### src/rtl/ldl_cdc_bus_stream.sv
// rtl/ldl_cdc_bus_stream.sv - turns atomic CDC bus word updates into a buffered valid/ready stream
module ldl_cdc_bus_stream #(
    parameter int                 WIDTH   = 8,
    parameter int                 DEPTH   = 4,
    parameter logic [WIDTH-1:0]   RST_VAL = '0,
    parameter int                 CW      = 8
) (
    input  logic                      clk,
    input  logic                      rst_n,
    input  logic [WIDTH-1:0]          din,
    output logic [WIDTH-1:0]          out_data,
    output logic                      out_valid,
    input  logic                      out_ready,
    output logic [$clog2(DEPTH):0]    level,
    output logic                      ovf,
    output logic [CW-1:0]             ovf_cnt,
    input  logic                      ovf_clr
);

    localparam int AW = $clog2(DEPTH);
    localparam logic [AW:0] FULL_DIFF = (AW+1)'(DEPTH);

    logic [WIDTH-1:0] din_q;
    logic [WIDTH-1:0] last_q;
    logic [WIDTH-1:0] mem [DEPTH];
    logic [AW:0]      wr_ptr;
    logic [AW:0]      rd_ptr;

    logic evt;
    logic full;
    logic empty;
    logic pop;
    logic push_ok;
    logic drop;

    // Change detection against the last word seen; identical repeats are invisible by design.
    always_comb begin
        evt     = (din_q != last_q);
        empty   = (wr_ptr == rd_ptr);
        full    = ((wr_ptr ^ rd_ptr) == FULL_DIFF);
        pop     = !empty && out_ready;
        // A pop in the same cycle frees the slot for a push into a full FIFO.
        push_ok = evt && (!full || pop);
        drop    = evt && full && !pop;
    end

    // Sample the CDC bus and remember the last word turned into an event.
    always_ff @(posedge clk) begin
        if (!rst_n) begin
            din_q  <= RST_VAL;
            last_q <= RST_VAL;
        end else begin
            din_q <= din;
            if (evt) begin
                last_q <= din_q;
            end
        end
    end

    // FIFO storage; stale entries are never visible because out_data is gated by empty.
    always_ff @(posedge clk) begin
        if (push_ok) begin
            mem[wr_ptr[AW-1:0]] <= din_q;
        end
    end

    // Read/write pointers with a wrap bit so full and empty are distinguishable.
    always_ff @(posedge clk) begin
        if (!rst_n) begin
            wr_ptr <= '0;
            rd_ptr <= '0;
        end else begin
            if (push_ok) begin
                wr_ptr <= wr_ptr + 1'b1;
            end
            if (pop) begin
                rd_ptr <= rd_ptr + 1'b1;
            end
        end
    end

    // Sticky overflow flag and saturating drop counter; a drop outranks a clear.
    always_ff @(posedge clk) begin
        if (!rst_n) begin
            ovf     <= 1'b0;
            ovf_cnt <= '0;
        end else if (drop) begin
            ovf <= 1'b1;
            if (ovf_clr) begin
                ovf_cnt <= CW'(1);
            end else if (!(&ovf_cnt)) begin
                ovf_cnt <= ovf_cnt + CW'(1);
            end
        end else if (ovf_clr) begin
            ovf     <= 1'b0;
            ovf_cnt <= '0;
        end
    end

    // Outputs derive only from registered state, so out_ready never reaches them combinationally.
    always_comb begin
        out_valid = !empty;
        out_data  = empty ? '0 : mem[rd_ptr[AW-1:0]];
        level     = wr_ptr - rd_ptr;
    end

endmodule

### config.mk
export PLATFORM = sky130hd
export DESIGN_NAME = ldl_cdc_bus_stream
export DESIGN_NICKNAME = d
export VERILOG_FILES = /design/src/rtl/ldl_cdc_bus_stream.sv
export SDC_FILE = /design/constraint.sdc
export NUM_CORES = 1
export LEC_CHECK = 0
export BUFFER_PORTS_ARGS = -buffer_cell sky130_fd_sc_hd__buf_4
export CAP_MARGIN = 20
export CORE_UTILIZATION = 30
export DETAILED_ROUTE_END_ITERATION = 7
export GPL_ROUTABILITY_DRIVEN = 1
export PLACE_DENSITY = 0.56
export SLEW_MARGIN = 20
export SYNTH_ARGS = -nofsm -noshare
export SYNTH_HDL_FRONTEND = slang
export SYNTH_SLANG_ARGS = --single-unit
### constraint.sdc
create_clock -name clk -period 2.2 [get_ports clk]
set_input_delay 0.22 -clock clk [delete_from_list [all_inputs] [get_ports clk]]
set_output_delay 0.22 -clock clk [all_outputs]
set_load 0.01 [all_outputs]
# [Yosys cells after proc, flatten, opt, wreduce, memory -nomap -nowiden]
# Memory sizes are Yosys's and may differ from the RTL's. A register that Yosys moved wholly into a read port is not among the register bits.
# Index checks and enable logic that the tools add are counted.
[totals] register_bits=31 word_cells=38 mem_bits_rw=32 romBits=0 latchBits=0 mem_count=1
[mem_list] name="mem" depth=4 width=8 rd=1 rd_clocked_by_memory_dff=1 wr=1 line_no="25" source="logic [WIDTH-1:0] mem [DEPTH];"
[classes] reduce_logical=11 div=0 addsub=4 order_cmp=0 bitwise=1 mul=0 mux=11 n_eq_ne=4 shifts=0
[op_table] cell="$mux W8" n=5
[op_table] cell="$add A8 B1 Y8 const B" n=1
[op_table] cell="$ne A8 B8 Y1" n=1
[op_table] cell="$reduce_and A8 Y1" n=1
[op_table] cell="$add A3 B1 Y3 const B" n=2
[op_table] cell="$logic_and A1 B1 Y1" n=4
[op_table] cell="$mux W1" n=4
[op_table] cell="$mux W2" n=2
[op_table] cell="$eq A3 B3 Y1" n=1
[op_table] cell="$eq A3 B3 Y1 const B" n=1
[op_table] cell="$logic_not A1 Y1" n=3
[op_table] cell="$sub A3 B3 Y3" n=1
[op_table] cell="$xor A3 B3 Y3" n=1
[op_table] cell="$ne A2 B2 Y1 const B" n=1
[op_table] cell="$reduce_and A2 Y1" n=1
[op_table] cell="$reduce_bool A2 Y1" n=1
[op_table] cell="$logic_or A1 B1 Y1" n=1

# [Longest topological paths before layout]
# Gate-level depths: netlist of the first run.
[depth] depth_word=7 depth_mapped=7 ltp_nobuf=7

# [Worst setup path before layout of the first run]
# OpenSTA, ideal clock, no wires.
[synth_timing] kind="flip-flop to flip-flop" start="reg ovf_cnt[0]" end="reg ovf_cnt[5]" slack_ns=0.367 required_time_ns=2.141 setup_time_ns=0.059 period_less_slack_ns=1.833 path_stages_with_launch=7 t_arrival_ns=1.773 cell_sequence="dfxtp_1 > ha_1 > and3_1 > a2111oi_4 > nand2_1 > or4_1 > nand2_1"
[synth_via] elab_chain_len=4 elab_cells_between_ends=7
[synth_lines] item="from (decl)" line_no="16" source="output logic [CW-1:0] ovf_cnt,"
[synth_lines] item="from (signal assigned)" line_no="92" source="ovf_cnt <= ovf_cnt + CW'(1);"
[synth_lines] item="$add A8 B1 Y8" line_no="92"
[synth_lines] item="$mux W8" line_no="91" source="end else if (!(&ovf_cnt)) begin"
[synth_lines] item="$mux W8" line_no="89" source="if (ovf_clr) begin"
[synth_lines] item="$mux W8" line_no="87" source="end else if (drop) begin"
# Several ways; a longest one is shown, not always the timed one. The select of a mux whose other input is x is not followed.
# A chain may end at the register's enable or synchronous reset.

==> flow_metrics.env, run 1 <==
export IMPL_outcome="finished, final reports clean"
export IMPL_postSynthAreaPerCell_sq_um=13.0
export IMPL_clock_root_buffer="sky130_fd_sc_hd__clkbuf_8"
export IMPL_cts_tree="built"
export IMPL_p_per_area_nw_per_um2=1000
export IMPL_synth_area_sq_um=2700
export IMPL_gr_total_overflow=0
export IMPL_route_detailed_drc=0
export IMPL_asyncSetResetFlopFracSynth=0
export IMPL_chipHeight_um=96.8
export IMPL_cts_resized=0
export IMPL_yosysWarnings=0
export IMPL_globalRouteMet2Util=0.184
export IMPL_unrepaired_setup_endpoints_after_global_routing="false"
export IMPL_worst_setup_path_start_kind="register"
export IMPL_floorplan_initialDensity=0.309
export IMPL_area_growth_from_synthesis_to_final_layout_pct=21.9
export IMPL_netlist_top_cell_by_area="sky130_fd_sc_hd__edfxtp_1"
export IMPL_synthTopCellsByCount="33 x sky130_fd_sc_hd__dfxtp_1, 32 x sky130_fd_sc_hd__edfxtp_1, 30 x sky130_fd_sc_hd__and2_1"
export IMPL_hold_path_class="input port to register"
export IMPL_max_cap_violations=0
export IMPL_timing_critical_path_arrival_ps=1860
export IMPL_fin_tns_setup_ps=0
export IMPL_finalWeightedCongestion=0.801
export IMPL_postRouteAntennaNets=0
export IMPL_finalPower_w=0.00331
export IMPL_drt_iter0_drc=87
export IMPL_via_count_of_the_routed_design=1696
export IMPL_crit_type="register to primary output"
export IMPL_synth_most_common_cell="sky130_fd_sc_hd__dfxtp_1"
export IMPL_timing_final_max_slew_violations=0
export IMPL_synth_top_cells_by_area="sky130_fd_sc_hd__edfxtp_1 36%, sky130_fd_sc_hd__dfxtp_1 24%, sky130_fd_sc_hd__and2_1 7.0%, sky130_fd_sc_hd__mux4_2 6.7%, sky130_fd_sc_hd__ha_1 3.7%"
export IMPL_netlist_instances=207
export IMPL_nets=270
export IMPL_timing_fmax_mhz=481
export IMPL_met1_usage=0.161
export IMPL_grt_antenna_before_repair=0
export IMPL_grt_pass1_wl_um=8780
export IMPL_critical_path_endpoint_type="primary output"
export IMPL_io_pins=33
export IMPL_post_synth_num_cell_types=41
export IMPL_finalHoldViolations=0
export IMPL_largest_net_degree_at_the_start_of_global_routing=32
export IMPL_synth_seq_cells=65
export IMPL_place_detailed_hpwl_um=3660
export IMPL_h_tree_depth=3
export IMPL_period_minus_slack_ps=2080
export IMPL_timing_clock_skew_ps=8.10
export IMPL_area_taken_by_multi_input_logic_gates_sq_um=1030
export IMPL_timing_slew_headroom=0.688
export IMPL_seq_area_frac_synth=0.601
export IMPL_leakage_power_nw=1.31
export IMPL_clock_sinks=65
export IMPL_regToRegSetupSlack_ps=190
export IMPL_report_final_setup_viol=0
export IMPL_clk_pin_slew_worst_paths_ps=70
export IMPL_ir_drop_mv=0.327
export IMPL_drt_pass1_iter_count=4
export IMPL_max_clock_path_buffers=2
export IMPL_placement_rows=34
export IMPL_syn_num_nets=228
export IMPL_synthFlopType="sky130_fd_sc_hd__dfxtp_1"
export IMPL_cts_hold_buf=0
export IMPL_post_route_period_util=0.945
export IMPL_insertedDiodeCount=0
export IMPL_post_route_cells_drive_above_1_share=0.256
export IMPL_top_usage_layer="met2"
export IMPL_register_area_sq_um=1620
export IMPL_groute_layer_met3_usage=0.0441
export IMPL_routed_wire_length_per_instance_um=14.3
export IMPL_core_area_sq_um=8720
export IMPL_post_cts_repair_setup_buffers=0
export IMPL_clk_latency_ps=330
export IMPL_cp_max_fo=5
export IMPL_synth_edf_count=32
export IMPL_route_detailed_vias_per_inst=4.69
export IMPL_portBuffers=32
export IMPL_finalWirelength_um=5180
export IMPL_fp_dieW_um=96.8
export IMPL_worst_slew_pin_slew_ps=469
export IMPL_count_of_fill_cells_added_during_filler_insertion=844
export IMPL_crit_path_required_time_ps=1980
export IMPL_finalHoldWorstSlack_ps=94.3
export IMPL_fp_dieArea_sq_um=9380
export IMPL_post_synth_top_area_fraction=0.356
export IMPL_num_cts_buffers=9
export IMPL_groute_usage_overall=0.122
export IMPL_via_count_of_the_first_global_routing_pass=1691
power breakdown:
part	switching, W	internal [W]
registers	0.0000868	0.00141
logic	0.000382	0.000430
clock network	0.000441	0.000552
total	0.000910	0.00240
stage by stage:
step	cell area (sq um)	instances	setup slack (ps)	utilization
after floorplan	2700	207	367	-
after CTS	3290	362	63.5	0.377
final	3290	362	121	0.377
after global placement	3090	346	222	0.355
after detailed placement	3090	346	186	0.355
after global routing	3290	362	6.61	0.377
layout by cell type (no fill, tap or decap), types with 2 or more instances in the layout:
master and count:
sky130_fd_sc_hd__nand3_1 5, sky130_fd_sc_hd__a31oi_1 2, sky130_fd_sc_hd__and3_1 5, sky130_fd_sc_hd__inv_1 6, sky130_fd_sc_hd__ha_1 8, sky130_fd_sc_hd__nand2b_1 3
sky130_fd_sc_hd__nor4_1 3, sky130_fd_sc_hd__edfxtp_1 32, sky130_fd_sc_hd__a21oi_1 3, sky130_fd_sc_hd__o21ai_0 3, sky130_fd_sc_hd__and4_1 2, sky130_fd_sc_hd__and2_1 30
sky130_fd_sc_hd__xnor2_1 4, sky130_fd_sc_hd__dfxtp_1 33, sky130_fd_sc_hd__clkinv_2 2, sky130_fd_sc_hd__nand2_1 17, sky130_fd_sc_hd__or3_1 2, sky130_fd_sc_hd__mux4_2 8
sky130_fd_sc_hd__nor2_1 5, sky130_fd_sc_hd__clkbuf_8 10, sky130_fd_sc_hd__buf_4 38, sky130_fd_sc_hd__mux2i_1 3, sky130_fd_sc_hd__xor2_1 8
routing by layer:
layer,share of wire,up-vias
met5,0,-
li1,-,827
met1,0.48,820
met2,0.46,42
met4,0.012,0
met3,0.048,7
critical path, cell delays in order, from the launching register on:
cell and delay [ps]:
sky130_fd_sc_hd__dfxtp_1 470, sky130_fd_sc_hd__buf_4 230, sky130_fd_sc_hd__mux4_2 500, sky130_fd_sc_hd__and2_1 180, sky130_fd_sc_hd__buf_4 140
area by class of cell:
| cell class | count | share of cell area |
|---|---|---|
| Inverter | 6 | 0.00685 |
| Sequential cell | 65 | 0.493 |
| Tap cell | 108 | 0.0411 |
| Clock inverter | 5 | 0.0171 |
| Multi-Input combinational cell | 129 | 0.312 |
| Clock buffer | 11 | 0.0430 |
| Timing Repair Buffer | 38 | 0.0867 |
state kept, by name, summed over array words and instances, names as in the netlist, named ones only:
signal   count
last_q       8
rd_ptr       3
mem         32
ovf_cnt      8
ovf          1
wr_ptr       3
din_q        8
path summary, 6_finish.rpt:
path | from | end | cells past startpoint
hold reg to reg | wr_ptr[0] | wr_ptr[0] | 2
setup / recovery | register | out_data[5] | 4
setup reg to reg | wr_ptr[0] | mem[3][4] | 5
hold / removal | din[0] | din_q[0] | 2
cell families after synthesis:
group	after synthesis	share of synthesized area
flops	65	0.601
buf+inv	13	0.0185
mux	11	0.0779
xor+xnor	12	0.0389
compound gates	19	0.0566
fa+ha+maj	9	0.0445
simple gates	78	0.163
No activity file was read; power rests on OpenSTA's default activity.
==> run 2: changes to the inputs <==
--- a/config.mk
+++ b/config.mk
@@ -7,6 +7,7 @@
 export LEC_CHECK = 0
 export BUFFER_PORTS_ARGS = -buffer_cell sky130_fd_sc_hd__buf_4
 export CAP_MARGIN = 20
+export CORE_MARGIN = 5
 export CORE_UTILIZATION = 30
 export DETAILED_ROUTE_END_ITERATION = 7
 export GPL_ROUTABILITY_DRIVEN = 1
==> run 2 against run 1 <==
  * Flip-flop and latch count stayed put
  * Utilization is 0.40 points lower
  * Largest power group unchanged
  * Final cell count is 0.83% higher
  * Critical endpoint is now mem[0][1]
  * Register-to-register slack hardly changed
  * Critical path depth is 1 higher
==> flow_metrics.env, run 2 (synthesis gave the netlist of run 1 again) <==
export IMPL_crit_slowest_cell="sky130_fd_sc_hd__and3_1"
export IMPL_fp_dieW_um=105
export IMPL_floorplan_initialDensity=0.308
export IMPL_timing_fmax_mhz=499
export IMPL_worst_slew_pin_slew_ps=448
export IMPL_route_detailed_vias_per_inst=4.60
export IMPL_timing_final_max_slew_violations=0
export IMPL_count_of_fill_cells_added_during_filler_insertion=874
export IMPL_dpl_worst_slack_ps=213
export IMPL_portBuffers=32
export IMPL_clk_pin_slew_worst_paths_ps=70
export IMPL_postRouteAntennaNets=0
export IMPL_leakage_power_nw=1.30
export IMPL_worstHoldStart="din[3]"
export IMPL_max_cap_violations=0
export IMPL_r2r_start="wr_ptr[0]"
export IMPL_report_final_setup_viol=0
export IMPL_p_per_area_nw_per_um2=962
export IMPL_timing_clock_skew_ps=13.8
export IMPL_fp_dieArea_sq_um=11000
export IMPL_critPathLaunch="wr_ptr[0]"
export IMPL_finalHoldViolations=0
export IMPL_placement_rows=34
export IMPL_routed_wire_length_per_instance_um=14.6
export IMPL_via_count_of_the_first_global_routing_pass=1764
export IMPL_finalWirelength_um=5340
export IMPL_groute_usage_overall=0.103
export IMPL_post_route_period_util=0.910
export IMPL_final_cell_mix="41 x sky130_fd_sc_hd__buf_4, 33 x sky130_fd_sc_hd__dfxtp_1, 32 x sky130_fd_sc_hd__edfxtp_1"
export IMPL_period_minus_slack_ps=2000
export IMPL_cts_tree="built"
export IMPL_regToRegSetupSlack_ps=200
export IMPL_io_pins=33
export IMPL_outcome="finished, final reports clean"
export IMPL_final_common_cell="sky130_fd_sc_hd__buf_4"
export IMPL_place_detailed_hpwl_um=3770
export IMPL_timing_critical_path_arrival_ps=1970
export IMPL_finalWorstSetupSlack_ps=197
export IMPL_cp_max_fo=8
export IMPL_cts_resized=0
export IMPL_clock_sinks=65
export IMPL_h_tree_depth=3
export IMPL_fin_tns_setup_ps=0
export IMPL_hold_path_class="input port to register"
export IMPL_max_clock_path_buffers=2
export IMPL_largest_net_degree_at_the_start_of_global_routing=32
export IMPL_nets=273
export IMPL_layoutNonFillerInstCount=365
export IMPL_post_route_cells_drive_above_1_share=0.253
export IMPL_core_area_sq_um=8760
export IMPL_post_cts_repair_setup_buffers=0
export IMPL_chipHeight_um=105
export IMPL_crit_path_required_time_ps=2170
export IMPL_drt_pass1_iter_count=4
export IMPL_finalWeightedCongestion=0.774
export IMPL_drt_iter0_drc=44
export IMPL_gr_total_overflow=0
export IMPL_clk_latency_ps=330
export IMPL_ir_drop_mv=0.376
export IMPL_cts_hold_buf=0
export IMPL_critical_path_endpoint_type="register"
export IMPL_max_stage_delay_ps=450
export IMPL_grt_antenna_before_repair=0
export IMPL_grt_pass1_wl_um=8960
export IMPL_insertedDiodeCount=0
export IMPL_clock_root_buffer="sky130_fd_sc_hd__clkbuf_8"
export IMPL_via_count_of_the_routed_design=1678
export IMPL_area_growth_from_synthesis_to_final_layout_pct=21.2
export IMPL_worst_setup_path_start_kind="register"
export IMPL_route_detailed_drc=0
export IMPL_place_detailed_instances=349
export IMPL_unrepaired_setup_endpoints_after_global_routing="false"
export IMPL_timing_slew_headroom=0.701
export IMPL_num_cts_buffers=9
export IMPL_crit_type="register to register"
export IMPL_largest_register_ff_count=32
export IMPL_path_cells="inv_1 > ha_1 > nand2_1 > or3_1 > and3_1"
[run 2: changes by cell type in the layout (fill, tap and decap cells not counted)]
cell | before | now
sky130_fd_sc_hd__clkinv_4 | 1 | 0
sky130_fd_sc_hd__clkbuf_1 | 1 | 3
sky130_fd_sc_hd__buf_4 | 38 | 41
sky130_fd_sc_hd__clkbuf_8 | 10 | 9
sky130_fd_sc_hd__clkinv_1 | 0 | 1
sky130_fd_sc_hd__bufinv_16 | 1 | 0
[run 2: path summary, 6_finish.rpt]
kind,to,depth (start not counted)
worst max-delay path,mem[0][1],5
worst min-delay path,din_q[3],2
worst max register to register,mem[0][1],5
worst min register to register,wr_ptr[2],2
[run 2: area by class of cell]
cell class              instances  area [sq um]  share of cell area
inverters                       6          22.5             0.00689
multi-input cells             129          1030               0.314
clock inverters                 4          21.3             0.00650
clock buffers                  12           135              0.0413
well taps                     108           135              0.0413
repair buffers                 41           308              0.0941
flip-flops and latches         65          1620               0.496
[run 2: routing by layer]
layer / global-route usage / vias to the layer above / routed length, um
li1: - / 839 / -
met1: 0.134 / 795 / 2530
met2: 0.155 / 42 / 2500
met3: 0.0432 / 2 / 292
met4: 0.0329 / 0 / 14
met5: 0 / - / 0
[run 2: power by group]
group | switching [W] | internal (W) | total, W
Sequential | 0.0000712 | 0.00141 | 0.00148
Clock | 0.000424 | 0.000402 | 0.000827
Combinational | 0.000403 | 0.000434 | 0.000837
[run 2: through the flow]
stage          hold slack [ps]  power [W]  cell area [sq um]   util
2_1_floorplan              342    0.00200               2700      -
3_3_place_gp               430    0.00236               3110  0.355
3_5_place_dp               431    0.00237               3110  0.355
4_1_cts                   77.5    0.00320               3270  0.373
5_1_grt                   83.3    0.00334               3270  0.373
6_report                  97.3    0.00315               3270  0.373
[run 2: worst max-delay path: cells and delay by family (launching register included)]
family	cells	cell delay, ps
fa+ha+maj	1	330
buf+inv	1	110
flops	1	390
simple gates	3	820
